<file path="src/rtl/shift_reg_chain_ctrl.sv">
// shift_reg_chain_ctrl
// Chain of NUM_REGS registers of WIDTH bits each, driven by a small command
// FSM. A command is hold, shift right, shift left or parallel load. Shift
// commands run a burst of 'count' steps, and busy/done report progress.
// The serial input comes either from serial_in or from the far end of the
// chain (circular rotate).
module shift_reg_chain_ctrl #(
    parameter int WIDTH    = 4,
    parameter int NUM_REGS = 2,
    parameter int CNT_W    = 4
) (
    input  logic                      clk,
    input  logic                      rst,
    input  logic                      start,
    input  logic [1:0]                mode,
    input  logic [CNT_W-1:0]          count,
    input  logic [NUM_REGS*WIDTH-1:0] load_data,
    input  logic                      serial_in,
    input  logic                      circ,
    output logic [NUM_REGS*WIDTH-1:0] sr_q,
    output logic [NUM_REGS-1:0]       so,
    output logic                      busy,
    output logic                      done
);

    localparam int T = NUM_REGS * WIDTH;

    localparam logic [1:0] MODE_HOLD  = 2'b00;
    localparam logic [1:0] MODE_RIGHT = 2'b01;
    localparam logic [1:0] MODE_LEFT  = 2'b10;
    localparam logic [1:0] MODE_LOAD  = 2'b11;

    typedef enum logic [1:0] {
        IDLE = 2'b00,
        RUN  = 2'b01,
        DONE = 2'b10
    } state_t;

    state_t           state_q, state_d;
    logic [1:0]       mode_q, mode_d;
    logic [CNT_W-1:0] steps_q, steps_d;
    logic [T-1:0]     load_q, load_d;
    logic [T-1:0]     sr_d;
    logic             busy_q, busy_d;
    logic             done_q, done_d;

    // The value shifted in at the chain end; serial_in and circ are live.
    logic             in_right;
    logic             in_left;

    assign in_right = circ ? sr_q[0]   : serial_in;
    assign in_left  = circ ? sr_q[T-1] : serial_in;

    // Next-state, step counter and datapath update for the command FSM.
    always_comb begin
        state_d = state_q;
        mode_d  = mode_q;
        steps_d = steps_q;
        load_d  = load_q;
        sr_d    = sr_q;
        case (state_q)
            IDLE: begin
                if (start) begin
                    mode_d = mode;
                    load_d = load_data;
                    if (mode == MODE_LOAD) begin
                        state_d = RUN;
                        steps_d = CNT_W'(1);
                    end else if ((mode != MODE_HOLD) && (count != '0)) begin
                        state_d = RUN;
                        steps_d = count;
                    end else begin
                        // Hold or a zero-length shift completes immediately.
                        state_d = DONE;
                    end
                end
            end
            RUN: begin
                case (mode_q)
                    MODE_RIGHT: sr_d = {in_right, sr_q[T-1:1]};
                    MODE_LEFT:  sr_d = {sr_q[T-2:0], in_left};
                    MODE_LOAD:  sr_d = load_q;
                    default:    sr_d = sr_q;
                endcase
                steps_d = steps_q - CNT_W'(1);
                if (steps_q == CNT_W'(1)) begin
                    state_d = DONE;
                end
            end
            DONE: begin
                state_d = IDLE;
            end
            default: begin
                state_d = IDLE;
            end
        endcase
        busy_d = (state_d == RUN);
        done_d = (state_d == DONE);
    end

    // Single state register for FSM, latched command and registered outputs.
    always_ff @(posedge clk) begin
        if (rst) begin
            state_q <= IDLE;
            mode_q  <= MODE_HOLD;
            steps_q <= '0;
            load_q  <= '0;
            sr_q    <= '0;
            busy_q  <= 1'b0;
            done_q  <= 1'b0;
        end else begin
            state_q <= state_d;
            mode_q  <= mode_d;
            steps_q <= steps_d;
            load_q  <= load_d;
            sr_q    <= sr_d;
            busy_q  <= busy_d;
            done_q  <= done_d;
        end
    end

    assign busy = busy_q;
    assign done = done_q;

    // Serial output of each register is its LSB; R0 sits in the MSBs.
    genvar gi;
    generate
        for (gi = 0; gi < NUM_REGS; gi++) begin : g_so
            assign so[gi] = sr_q[T - (gi + 1) * WIDTH];
        end
    endgenerate

endmodule

</file>
<file path="config.mk">
export PLATFORM = sky130hd
export DESIGN_NAME = shift_reg_chain_ctrl
export DESIGN_NICKNAME = d
export VERILOG_FILES = /design/src/rtl/shift_reg_chain_ctrl.sv
export SDC_FILE = /design/constraint.sdc
export NUM_CORES = 1
export LEC_CHECK = 0
export BUFFER_PORTS_ARGS = -buffer_cell sky130_fd_sc_hd__buf_2
export CAP_MARGIN = 20
export CORE_MARGIN = 3
export CORE_UTILIZATION = 52
export DETAILED_ROUTE_END_ITERATION = 6
export GPL_ROUTABILITY_DRIVEN = 0
export PLACE_DENSITY_LB_ADDON = 0.2
export SKIP_LAST_GASP = 1
export SLEW_MARGIN = 20
export SYNTH_ARGS = -nofsm -noshare
export SYNTH_HDL_FRONTEND = slang
export SYNTH_SLANG_ARGS = --single-unit
</file>
<file path="constraint.sdc">
create_clock -name clk -period 1.6 [get_ports clk]
set_clock_uncertainty 0.05 [all_clocks]
set_input_delay 0.08 -clock clk [delete_from_list [all_inputs] [get_ports clk]]
set_output_delay 0.08 -clock clk [all_outputs]
set_load 0.02 [all_outputs]
</file>
**Word-level counts from Yosys, hierarchy flattened**

Cells that the tools add are included.

- Register bits: 26
- Output and inout port bits: 12
- Logic and storage cells: 39
- Bits of input ports: 19

- Reductions and logical operators: 9
- Muxes and demuxes: 12
- Equality and inequality tests: 10
- Add/sub/neg operators: 1

Operators with widths:

| cell | count |
|---|---|
| $pmux 8 s3 | 1 |
| $mux 4 | 3 |
| $eq 2x2->1 const B | 4 |
| $mux 2 | 4 |
| $pmux 4 s2 | 1 |
| $eq 2x1->1 const B | 3 |
| $eq 4x1->1 const B | 1 |
| $pmux 2 s2 | 1 |
| $reduce_and 2->1 | 2 |
| $reduce_bool 2->1 | 2 |
| $reduce_bool 4->1 | 1 |
| $sub 4x1->4 const B | 1 |
| $ne 3x3->1 const B | 1 |
| $reduce_and 3->1 | 1 |
| $reduce_bool 3->1 | 1 |
| $logic_not 2->1 | 1 |
| $mux 1 | 2 |
| $ne 2x2->1 const B | 1 |
| $logic_and 1x1->1 | 1 |

**Longest topological paths before layout**

Gate-level depths: netlist of the first run.

- Depth in word-level cells: 7
- Mapped depth: 6

**Worst setup path after synthesis of the first run**

No wires, ideal clock.

- Path type: register to register
- From: reg state_q[1]
- To: reg mode_q[1]
- Arrival: 1.289 ns
- Path slack: 0.134 ns
- Path buffers: 1
- Required time: 1.422 ns
- Library setup time: 0.128 ns
- Stages on the path, launching flop included: 6
- Path through: dfxtp_1 > nor2b_1 > nor2b_1 > buf_2 > mux2i_1 > nor2_1

- Longest elaborated chain between the ends: 2

Ends and longest elaborated chain:

| what | line | source |
|---|---|---|
| start: declaration | 39 | `state_t state_q, state_d;` |
| start signal: assignment | 112 | `state_q <= state_d;` |
| $logic_not 2->1 | 61 | `case (state_q)` |
| $reduce_and 2->1 (no line) | -- |  |
| end signal: assignment | 113 | `mode_q <= mode_d;` |
| end: declaration | 40 | `logic [1:0] mode_q, mode_d;` |

Every way passes these cells.
A chain may end at the register's enable or synchronous reset.

**Final worst setup path of the first run**

- From: reg state_q[1]
- To: reg load_q[1]

- Longest elaborated chain between the ends: 2

Ends and longest elaborated chain:

| what | line | source |
|---|---|---|
| $logic_not 2->1 | 61 |  |
| $reduce_and 2->1 (no line) | -- |  |
| end signal: assignment | 115 | `load_q <= load_d;` |
| end: declaration | 42 | `logic [T-1:0] load_q, load_d;` |

Every way passes these cells.

==> reports/qor.yml, run 1 <==
outcome:
  outcome: "finished clean"
pwr:
  vdd_drop_max_mv: 0.550
  power.leakage_uw: 0.000690
  cellPowerDensity_nw_per_um2: 886
cts:
  post-cts-setup-buffer-count: 0
  cts_max_level: 1
  cts_tree: "yes"
  clk_path_buf_depth: 2
  clock_latency_ps: 320
  cts-buffers-inserted: 3
  cts_num_sinks: 26
  clk_pin_slew_worst_paths_ps: 140
  cts-root-buf: "clkbuf_4"
floorplanning:
  rows: 17
  die_area_um2: 3230
  initial_utilization_pct: 57.5
  die_x_um: 56.9
  dieHeight_um: 56.9
  core-area_um2: 2340
  io_pins: 31
finish:
  fin_util_pct: 70.4
  syn2layout_area_growth_pct: 22.4
  num_antenna_cells: 0
  nNetsFinal: 217
  final_cells: 223
  drive_gt1_share_pct: 25.1
setup_path:
  r2r_start: "state_q[1]"
  start_kind: "register"
  cp_slowest_cell: "dfxtp_1"
  crit_path_end_kind: "register"
  cpPeakStageDelay_ps: 390
  critPathMaxFanout: 10
  reg2regPathDepth: 6
  cp-startpoint: "state_q[1]"
  crit_required_ps: 1750
  critPathKind: "reg2reg"
  cp_cell_sequence: "nor2b_1 -> buf_4 -> nor2b_1 -> buf_4 -> mux2i_1 -> nor2_1"
  worstPathArrival_ps: 1620
synthesis:
  synth_area_leaders: "dfxtp_1, mux2i_1, nor2_1, a22oi_1, nor3_1"
  ys_seq_area_share_pct: 38.7
  postSynth.asyncResetShare_pct: 0
  yosysTopAreaCell: "dfxtp_1"
  synth_most_common_cell: "nor2_1"
  synthCells: 158
  synth_ff_type: "dfxtp_1"
  synth_warnings: 0
  synth.cell_area_um2: 1350
  synth_common_cells: "nor2_1, dfxtp_1, mux2i_1"
  ys_types: 35
  syn-num-nets: 179
  synth_edf_count: 0
  ys_ff_latch: 26
  yosys.area.top_type_share_pct: 38.7
  syn_avg_cell_area_um2: 8.51
grt:
  antenna_found_initial: 0
  grt_pass1_vias: 1236
  grt_max_degree: 26
  grt_overflow: 0
  grt_usage_pct: 20.5
  grt_pass1_wl_um: 5310
sta:
  hold_violations: 0
  period_needed_ps: 1470
  relSlewSlack_pct: 68.4
  timing.final.crit_share_pct: 91.9
  slew_viol_final: 0
  final.setup.tns_ps: 0
  worstMarginPinSlew_ps: 470
  whs_ps: 54.1
  setup_viol: 0
  timing.fmax_mhz: 680
  grt_setup_unrepaired: "false"
  fin_ws_ps: 130
route:
  wl_met2_um: 1600
  post-route-drc-count: 0
  dr_wl_met3_um: 179
  top_layer: "met4"
  postRouteAntennaNets: 0
  drt_iter0_markers: 51
  drt-total-wl_um: 3190
  viasPerCell: 5.72
  vias: 1275
  drt-wirelength-per-cell_um: 14.3
  wl_met1_um: 1390
  drt_pass1_iterations: 4
flow_run:
  drv_cap: 0
min_path:
  min_path_type: "in2reg"
  min_path_cells: 3
  hold_start: "count[3]"
placed_design:
  dpl.cell_count: 211
  pre_cts_ws_ps: -9.38
  hpwlAfterDp_um: 2220
  io_buffers: 30
-- power breakdown --
part	internal [uW]	switching (uW)	total, uW
Clock	139	188	327
Sequential	698	46.1	745
Combinational	182	205	387
Total	1020	440	1460
-- kinds of logic (layout without fill, tap and decap cells) --
kind of cell	count (synthesis)	in the layout	share of synthesized area, %
simple gates	62	62	20.7
compound gates	27	27	15.4
flops	26	26	38.7
mux	19	19	14.1
buf+inv	17	54	5.58
fa+ha+maj	4	4	3.44
xor+xnor	3	3	1.95
-- metrics by stage --
stage / instance area [um2] / power (uW)
after detailed placement: 1530 / 1130
after floorplan: 1350 / 1020
final: 1650 / 1460
after global placement: 1530 / 1110
after global routing: 1650 / 1540
after CTS: 1650 / 1460
-- what timing repair did --
action / 4_1_cts / 5_1_grt
hold endpoints to repair: 8 / 0
gates resized for setup: 0 / 0
hold buffers: 8 / 0
-- path summary, 6_finish.rpt --
check | slack [ps] | to
worst max-delay path | 130 | load_q[1]
worst max register to register | 130 | load_q[1]
worst min register to register | 450 | steps_q[1]
worst min-delay path | 50 | steps_q[3]
-- flip-flops by register name (all words and copies together) (netlist names) --
register / flops
busy: 1
done: 1
sr_q: 8
steps_q: 4
state_q: 2
load_q: 8
mode_q: 2
-- layout by cell type, fill, tap and decap left out, types with 2 or more instances in the layout --
cell type | synthesis | routed
nor2_1 | 35 | 35
buf_2 | 2 | 30
dfxtp_1 | 26 | 26
mux2i_1 | 19 | 19
nor3_1 | 9 | 9
nand2_1 | 8 | 8
a21oi_1 | 8 | 8
dlygate4sd3_1 | 0 | 8
buf_4 | 2 | 8
a22oi_1 | 7 | 7
inv_1 | 4 | 4
nor2b_1 | 3 | 3
xnor2_1 | 3 | 3
clkbuf_4 | 0 | 3
nor4_1 | 2 | 2
o21a_1 | 2 | 2
ha_1 | 2 | 2
-- critical path, delay by kind of cell (launching register included) --
family | cells | cell delay [ps]
flip-flops | 1 | 390
multiplexers | 1 | 220
AND/OR/NAND/NOR | 3 | 320
buffers and inverters | 2 | 390
-- cell type report --
type	instances	area (um2)
fillers	205	693
well taps	28	35.0
multi-input cells	115	749
clock buffers	4	36.3
repair buffers	46	290
inverters	4	15.0
flip-flops and latches	26	520
-- per-layer routing --
| metal | up-vias | track usage (%) |
|---|---|---|
| li1 | 622 | - |
| met1 | 601 | 24.8 |
| met2 | 48 | 36.1 |
| met3 | 4 | 5.06 |
| met4 | 0 | 4.64 |
| met5 | - | 0 |
No activity file was read; power rests on OpenSTA's default activity.
==> inputs of run 2 (changes only) <==
--- a/config.mk
+++ b/config.mk
@@ -11,6 +11,7 @@
 export CORE_UTILIZATION = 52
 export DETAILED_ROUTE_END_ITERATION = 6
 export GPL_ROUTABILITY_DRIVEN = 0
+export GPL_TIMING_DRIVEN = 0
 export PLACE_DENSITY_LB_ADDON = 0.2
 export SKIP_LAST_GASP = 1
 export SLEW_MARGIN = 20
==> run 2 against run 1 <==
First-iteration DRC count is 3.9% lower. Non-clock buffer count up 1. Count of clock-buffer cells in the layout fell by 1. Worst setup slack got worse by 85 ps. Final cell count rose by 0.45%. Via count increased by 0.47%. Critical path type unchanged. Highest routed layer unchanged.
==> reports/qor.yml, run 2 (same netlist as run 1, synthesis figures left out) <==
outcome:
  outcome: "finished clean"
pwr:
  comb_power_share_pct: 24.3  # -2.2 points
  vdd_drop_max_mv: 0.829  # +51%
  p_sw_share_pct: 29.0  # -1.2 points
  p_sw_uw: 459  # +4.4%
  cellPowerDensity_nw_per_um2: 954  # +7.7%
  finalPower_uw: 1590  # +8.6%
  p_seq_share_pct: 46.8  # -4.2 points
  internal_power_uw: 1130  # +10%
  power.leakage_uw: 0.000687  # -0.57%
  clkPwrFrac_pct: 28.8  # +6.4 points
cts:
  cts-root-buf: "clkbuf_4"
  cts-buffers-inserted: 3  # unchanged
  clock_latency_ps: 320  # about the same
  cts_max_level: 1  # unchanged
  clk_path_buf_depth: 2  # unchanged
  cts_num_sinks: 26  # unchanged
  cts_tree: "yes"
  post-cts-setup-buffer-count: 0  # unchanged
  clk_pin_slew_worst_paths_ps: 140  # about the same
finish:
  mostFrequentLayoutCell: "nor2_1"
  final_cells: 224  # +0.45%
  fin_util_pct: 71.0  # +0.64 points
  syn2layout_area_growth_pct: 23.5
  drive_gt1_share_pct: 24.5  # -0.64 points
  nNetsFinal: 218  # +0.46%
  reg_top3: "load_q x8, sr_q x8, steps_q x4"
  fillers: 209  # +2.0%
  num_antenna_cells: 0  # unchanged
  final_cell_mix: "nor2_1, buf_2, dfxtp_1"
floorplanning:
  die_area_um2: 3230  # unchanged
  io_pins: 31  # unchanged
  core-area_um2: 2340  # unchanged
  die_x_um: 56.9  # unchanged
  dieHeight_um: 56.9  # unchanged
  rows: 17  # unchanged
  initial_utilization_pct: 57.5  # unchanged
grt:
  grt_usage_pct: 20.0  # -0.45 points
  grt_overflow: 0  # unchanged
  grt_max_degree: 16  # -38%
  grt_pass1_wl_um: 5130  # -3.4%
  antenna_found_initial: 0  # unchanged
  grt_pass1_vias: 1148  # -7.1%
setup_path:
  cpPeakStageDelay_ps: 480  # +90 ps
  cp-startpoint: "state_q[0]"
  cp.depth: 4  # -2
  rrSetupSlack_ps: 40  # -90 ps
  reg2regPathDepth: 4  # -2
  worstPathArrival_ps: 1770  # +150 ps
  cp_top_family: "compound AO/OA/AOI/OAI gates"
  cp_slowest_cell: "dfxtp_1"
  crit_required_ps: 1810  # +60 ps
  r2r_start: "state_q[0]"
  crit_path_end_kind: "register"
  reg2reg_to: "steps_q[1]"
  critPathMaxFanout: 7  # -3
  crit_end: "steps_q[1]"
  start_kind: "register"
  crit_buf_inv: 0  # -2
  critPathKind: "reg2reg"
  cp_cell_sequence: "nor2b_2 -> a31oi_4 -> a221o_2 -> a21oi_1"
sta:
  slew_viol_final: 0  # unchanged
  final.setup.tns_ps: 0  # unchanged
  worstMarginPinSlew_ps: 527  # +56.3 ps
  period_needed_ps: 1560  # +85.1 ps
  hold_violations: 0  # unchanged
  timing.final.crit_share_pct: 97.2  # +5.3 points
  fin_ws_ps: 44.7  # -85.1 ps
  grt_setup_unrepaired: "true"
  timing.fmax_mhz: 643  # -5.5%
  relSlewSlack_pct: 64.6  # -3.8 points
  setup_viol: 0  # unchanged
route:
  drt-wirelength-per-cell_um: 14.3  # +0.21%
  drt-total-wl_um: 3210  # +0.66%
  viasPerCell: 5.72  # about the same
  drt_pass1_iterations: 4  # unchanged
  vias: 1281  # +0.47%
  postRouteAntennaNets: 0  # unchanged
  drt_iter0_markers: 49  # -3.9%
  post-route-drc-count: 0  # unchanged
placed_design:
  io_buffers: 27  # -10%
  pre_cts_ws_ps: -78.6  # -69.2 ps
  dpl.cell_count: 213  # +0.95%
  hpwlAfterDp_um: 2240  # +1.0%
min_path:
  min_path_type: "in2reg"
flow_run:
  drv_cap: 0  # unchanged
## run 2: layout make-up
class / instances / area, um2 / area share [%]
plain buffers: 12 / 61.3 / 3.69
clock buffers: 3 / 22.5 / 1.36
clock inverters: 1 / 30.0 / 1.81
inverters: 4 / 15.0 / 0.904
multi-input cells: 115 / 762 / 45.9
flip-flops and latches: 26 / 520 / 31.3
well taps: 28 / 35.0 / 2.11
repair buffers: 35 / 215 / 13.0
## run 2: repair_timing
| item | in CTS | in global routing |
|---|---|---|
| pin swaps | 0 | 0 |
| hold endpoints to repair | 8 | 0 |
| endpoints found under the setup margin | 20 | 21 |
| hold buffers | 8 | 0 |
| gates resized for setup | 3 | 6 |
## run 2: worst min-delay path by stage
stage / slack, ps / end / from / depth (start not counted)
after floorplan: 180 / load_q[1] / load_data[1] / 2
after CTS: 30 / steps_q[3] / count[3] / 3
after global placement: 260 / load_q[2] / load_data[2] / 3
final: 30 / steps_q[3] / count[3] / 3
after global routing: 30 / steps_q[3] / count[3] / 3
after detailed placement: 270 / load_q[3] / load_data[3] / 3
## run 2: tightest hold or removal path, cell delays in order
cell     delay [ps]
buf_2            90
a22oi_1          80
a21oi_1         130
## run 2: power groups by stage
| stage | registers [uW] | logic (uW) | clock network, uW |
|---|---|---|---|
| floorplan | 763 | 252 | 0 |
| global placement | 751 | 345 | 0 |
| detailed placement | 755 | 359 | 0 |
| CTS | 741 | 378 | 457 |
| global route | 748 | 420 | 495 |
| finish | 743 | 385 | 457 |
## run 2: metal layers
layer  global-route usage (%)  share of wire, %
met5                        0                 0
met4                     7.28               1.2
met3                     2.07               8.1
met2                     32.5                46
met1                     27.2                45
## run 2: through the flow
stage	hold WS (ps)	cell area, um2
5_1_grt	33.3	1660
2_1_floorplan	177	1350
4_1_cts	28.9	1660
3_3_place_gp	264	1520
3_5_place_dp	270	1520
6_report	33.1	1660
==> inputs of run 3 (changes only) <==
--- a/config.mk
+++ b/config.mk
@@ -12,6 +12,7 @@
 export DETAILED_ROUTE_END_ITERATION = 6
 export GPL_ROUTABILITY_DRIVEN = 0
 export GPL_TIMING_DRIVEN = 0
+export HOLD_SLACK_MARGIN = 0.05
 export PLACE_DENSITY_LB_ADDON = 0.2
 export SKIP_LAST_GASP = 1
 export SLEW_MARGIN = 20
==> run 3 against run 2 <==
Routed wire length is 1.0% higher. Maximum frequency is 1.3% lower. First-iteration DRC count is 6.1% higher. Worst hold slack better by 74 ps. Critical path depth stayed put. Critical endpoint unchanged. Clock power hardly changed. Sequential cell count stayed put. Via count hardly changed.
==> reports/qor.yml, run 3 (same netlist as run 1, synthesis figures left out) <==
placed_design:
  dpl-instance-area_um2: 1520  # unchanged
  dpl.cell_count: 213  # unchanged
  hpwlAfterDp_um: 2240  # unchanged
  io_buffers: 27  # unchanged
finish:
  syn2layout_area_growth_pct: 24.3
  nNetsFinal: 219  # +0.46%
  mostFrequentLayoutCell: "nor2_1"
  fillers: 208  # -0.48%
  num_antenna_cells: 0  # unchanged
  final_cells: 225  # +0.45%
  final_cell_mix: "nor2_1, buf_2, dfxtp_1"
  reg_top3: "load_q x8, sr_q x8, steps_q x4"
  stdcell_area_um2: 1670  # +0.60%
  drive_gt1_share_pct: 24.4  # -0.12 points
setup_path:
  critPathMaxFanout: 7  # unchanged
  reg2regPathDepth: 4  # unchanged
  crit_path_end_kind: "register"
  critPathKind: "reg2reg"
  start_kind: "register"
  crit_required_ps: 1810  # about the same
  cp-startpoint: "state_q[0]"
  reg2reg_to: "steps_q[1]"
  r2r_start: "state_q[0]"
  rrSetupSlack_ps: 20  # -20 ps
  worstPathArrival_ps: 1790  # +20 ps
grt:
  grt_max_degree: 16  # unchanged
  grt_overflow: 0  # unchanged
  grt_usage_pct: 20.2  # +0.24 points
  grt_pass1_vias: 1153  # +0.44%
  use_met2_pct: 33.3  # +0.83 points
  grtUsageMet3_pct: 2.07  # unchanged
  grt_pass1_wl_um: 5190  # +1.1%
  use_met1_pct: 27.4  # +0.14 points
  antenna_found_initial: 0  # unchanged
  grt.busiest_layer: "met2"
cts:
  clk_path_buf_depth: 2  # unchanged
  cts-buffers-inserted: 3  # unchanged
  clk_pin_slew_worst_paths_ps: 140  # about the same
  cts_max_level: 1  # unchanged
  post-cts-setup-buffer-count: 0  # unchanged
  cts_num_sinks: 26  # unchanged
  cts-root-buf: "clkbuf_4"
  clock_latency_ps: 330  # about the same
  cts_tree: "yes"
min_path:
  hold_path_end: "busy"
  hold_start: "start"
  min_path_type: "in2reg"
  min_path_cells: 3  # unchanged
sta:
  timing.final.crit_share_pct: 98.5  # +1.3 points
  worstMarginPinSlew_ps: 537  # +10.8 ps
  grt_setup_unrepaired: "true"
  slew_viol_final: 0  # unchanged
  setup_viol: 0  # unchanged
  timing.fmax_mhz: 634  # -1.3%
  relSlewSlack_pct: 63.9  # -0.72 points
  period_needed_ps: 1580  # +21.1 ps
  hold_violations: 0  # unchanged
route:
  drt_pass1_iterations: 4  # unchanged
  postRouteAntennaNets: 0  # unchanged
  viasPerCell: 5.69  # -0.52%
  drt-total-wl_um: 3240  # +1.0%
  post-route-drc-count: 0  # unchanged
  vias: 1280  # -0.078%
  drt-wirelength-per-cell_um: 14.4  # +0.55%
  drt_iter0_markers: 52  # +6.1%
floorplanning:
  rows: 17  # unchanged
  die_area_um2: 3230  # unchanged
  dieHeight_um: 56.9  # unchanged
  io_pins: 31  # unchanged
  core-area_um2: 2340  # unchanged
  initial_utilization_pct: 57.5  # unchanged
  die_x_um: 56.9  # unchanged
outcome:
  outcome: "finished clean"
flow_run:
  drv_cap: 0  # unchanged
pwr:
  cellPowerDensity_nw_per_um2: 951  # -0.31%
  power.leakage_uw: 0.000691  # +0.61%
  vdd_drop_max_mv: 0.829  # about the same
[run 3: where the power goes]
part           internal (uW)  leakage [uW]  switching [uW]
Clock                    253     0.0000279             207
Combinational            176      0.000449             211
Sequential               699      0.000213            44.2
[run 3: cell type report]
cell class | count | area (um2) | share of cell area (%)
tap | 28 | 35.0 | 2.10
clock inverter | 1 | 30.0 | 1.80
timing repair buffer | 36 | 225 | 13.5
clock buffer | 3 | 22.5 | 1.35
sequential | 26 | 520 | 31.1
buffer | 12 | 61.3 | 3.67
multi-input combinational | 115 | 762 | 45.6
inverter | 4 | 15.0 | 0.898
[run 3: timing repair]
| item | CTS | global route |
|---|---|---|
| hold endpoints to repair | 9 | 0 |
| gates resized for setup | 3 | 6 |
| hold buffers | 9 | 0 |
| setup endpoints to repair | 20 | 21 |
[run 3: metal layers]
| metal | vias to the layer above | part of all wire, % |
|---|---|---|
| met5 | - | 0 |
| met4 | 0 | 1.1 |
| met3 | 4 | 5.8 |
| met2 | 51 | 47 |
| met1 | 601 | 46 |
| li1 | 624 | - |
[run 3: worst max-delay path by stage]
stage | endpoint | slack, ps | depth (start not counted)
after floorplan | mode_q[1] | 130 | 5
after global placement | sr_q[7] | -60 | 5
after detailed placement | sr_q[7] | -80 | 5
after CTS | steps_q[2] | 0.8 | 5
after global routing | steps_q[1] | -60 | 4
final | steps_q[1] | 20 | 4
[run 3: critical path, stage by stage, from the launching register on]
cell and delay, ps:
dfxtp_1 480, nor2b_2 400, a31oi_4 90, a221o_2 350, a21oi_1 140
[run 3: per-stage QoR]
stage               setup TNS (ps)  setup slack, ps  hold slack [ps]  utilization, %  power (uW)
floorplan                        0              134              177               -        1020
global placement              -484            -62.7              264            64.8        1100
detailed placement            -720            -78.6              270            64.8        1110
CTS                              0            0.820             89.6            71.2        1580
global route                  -214            -56.9             97.2            71.4        1670
finish                           0             23.7              107            71.4        1590
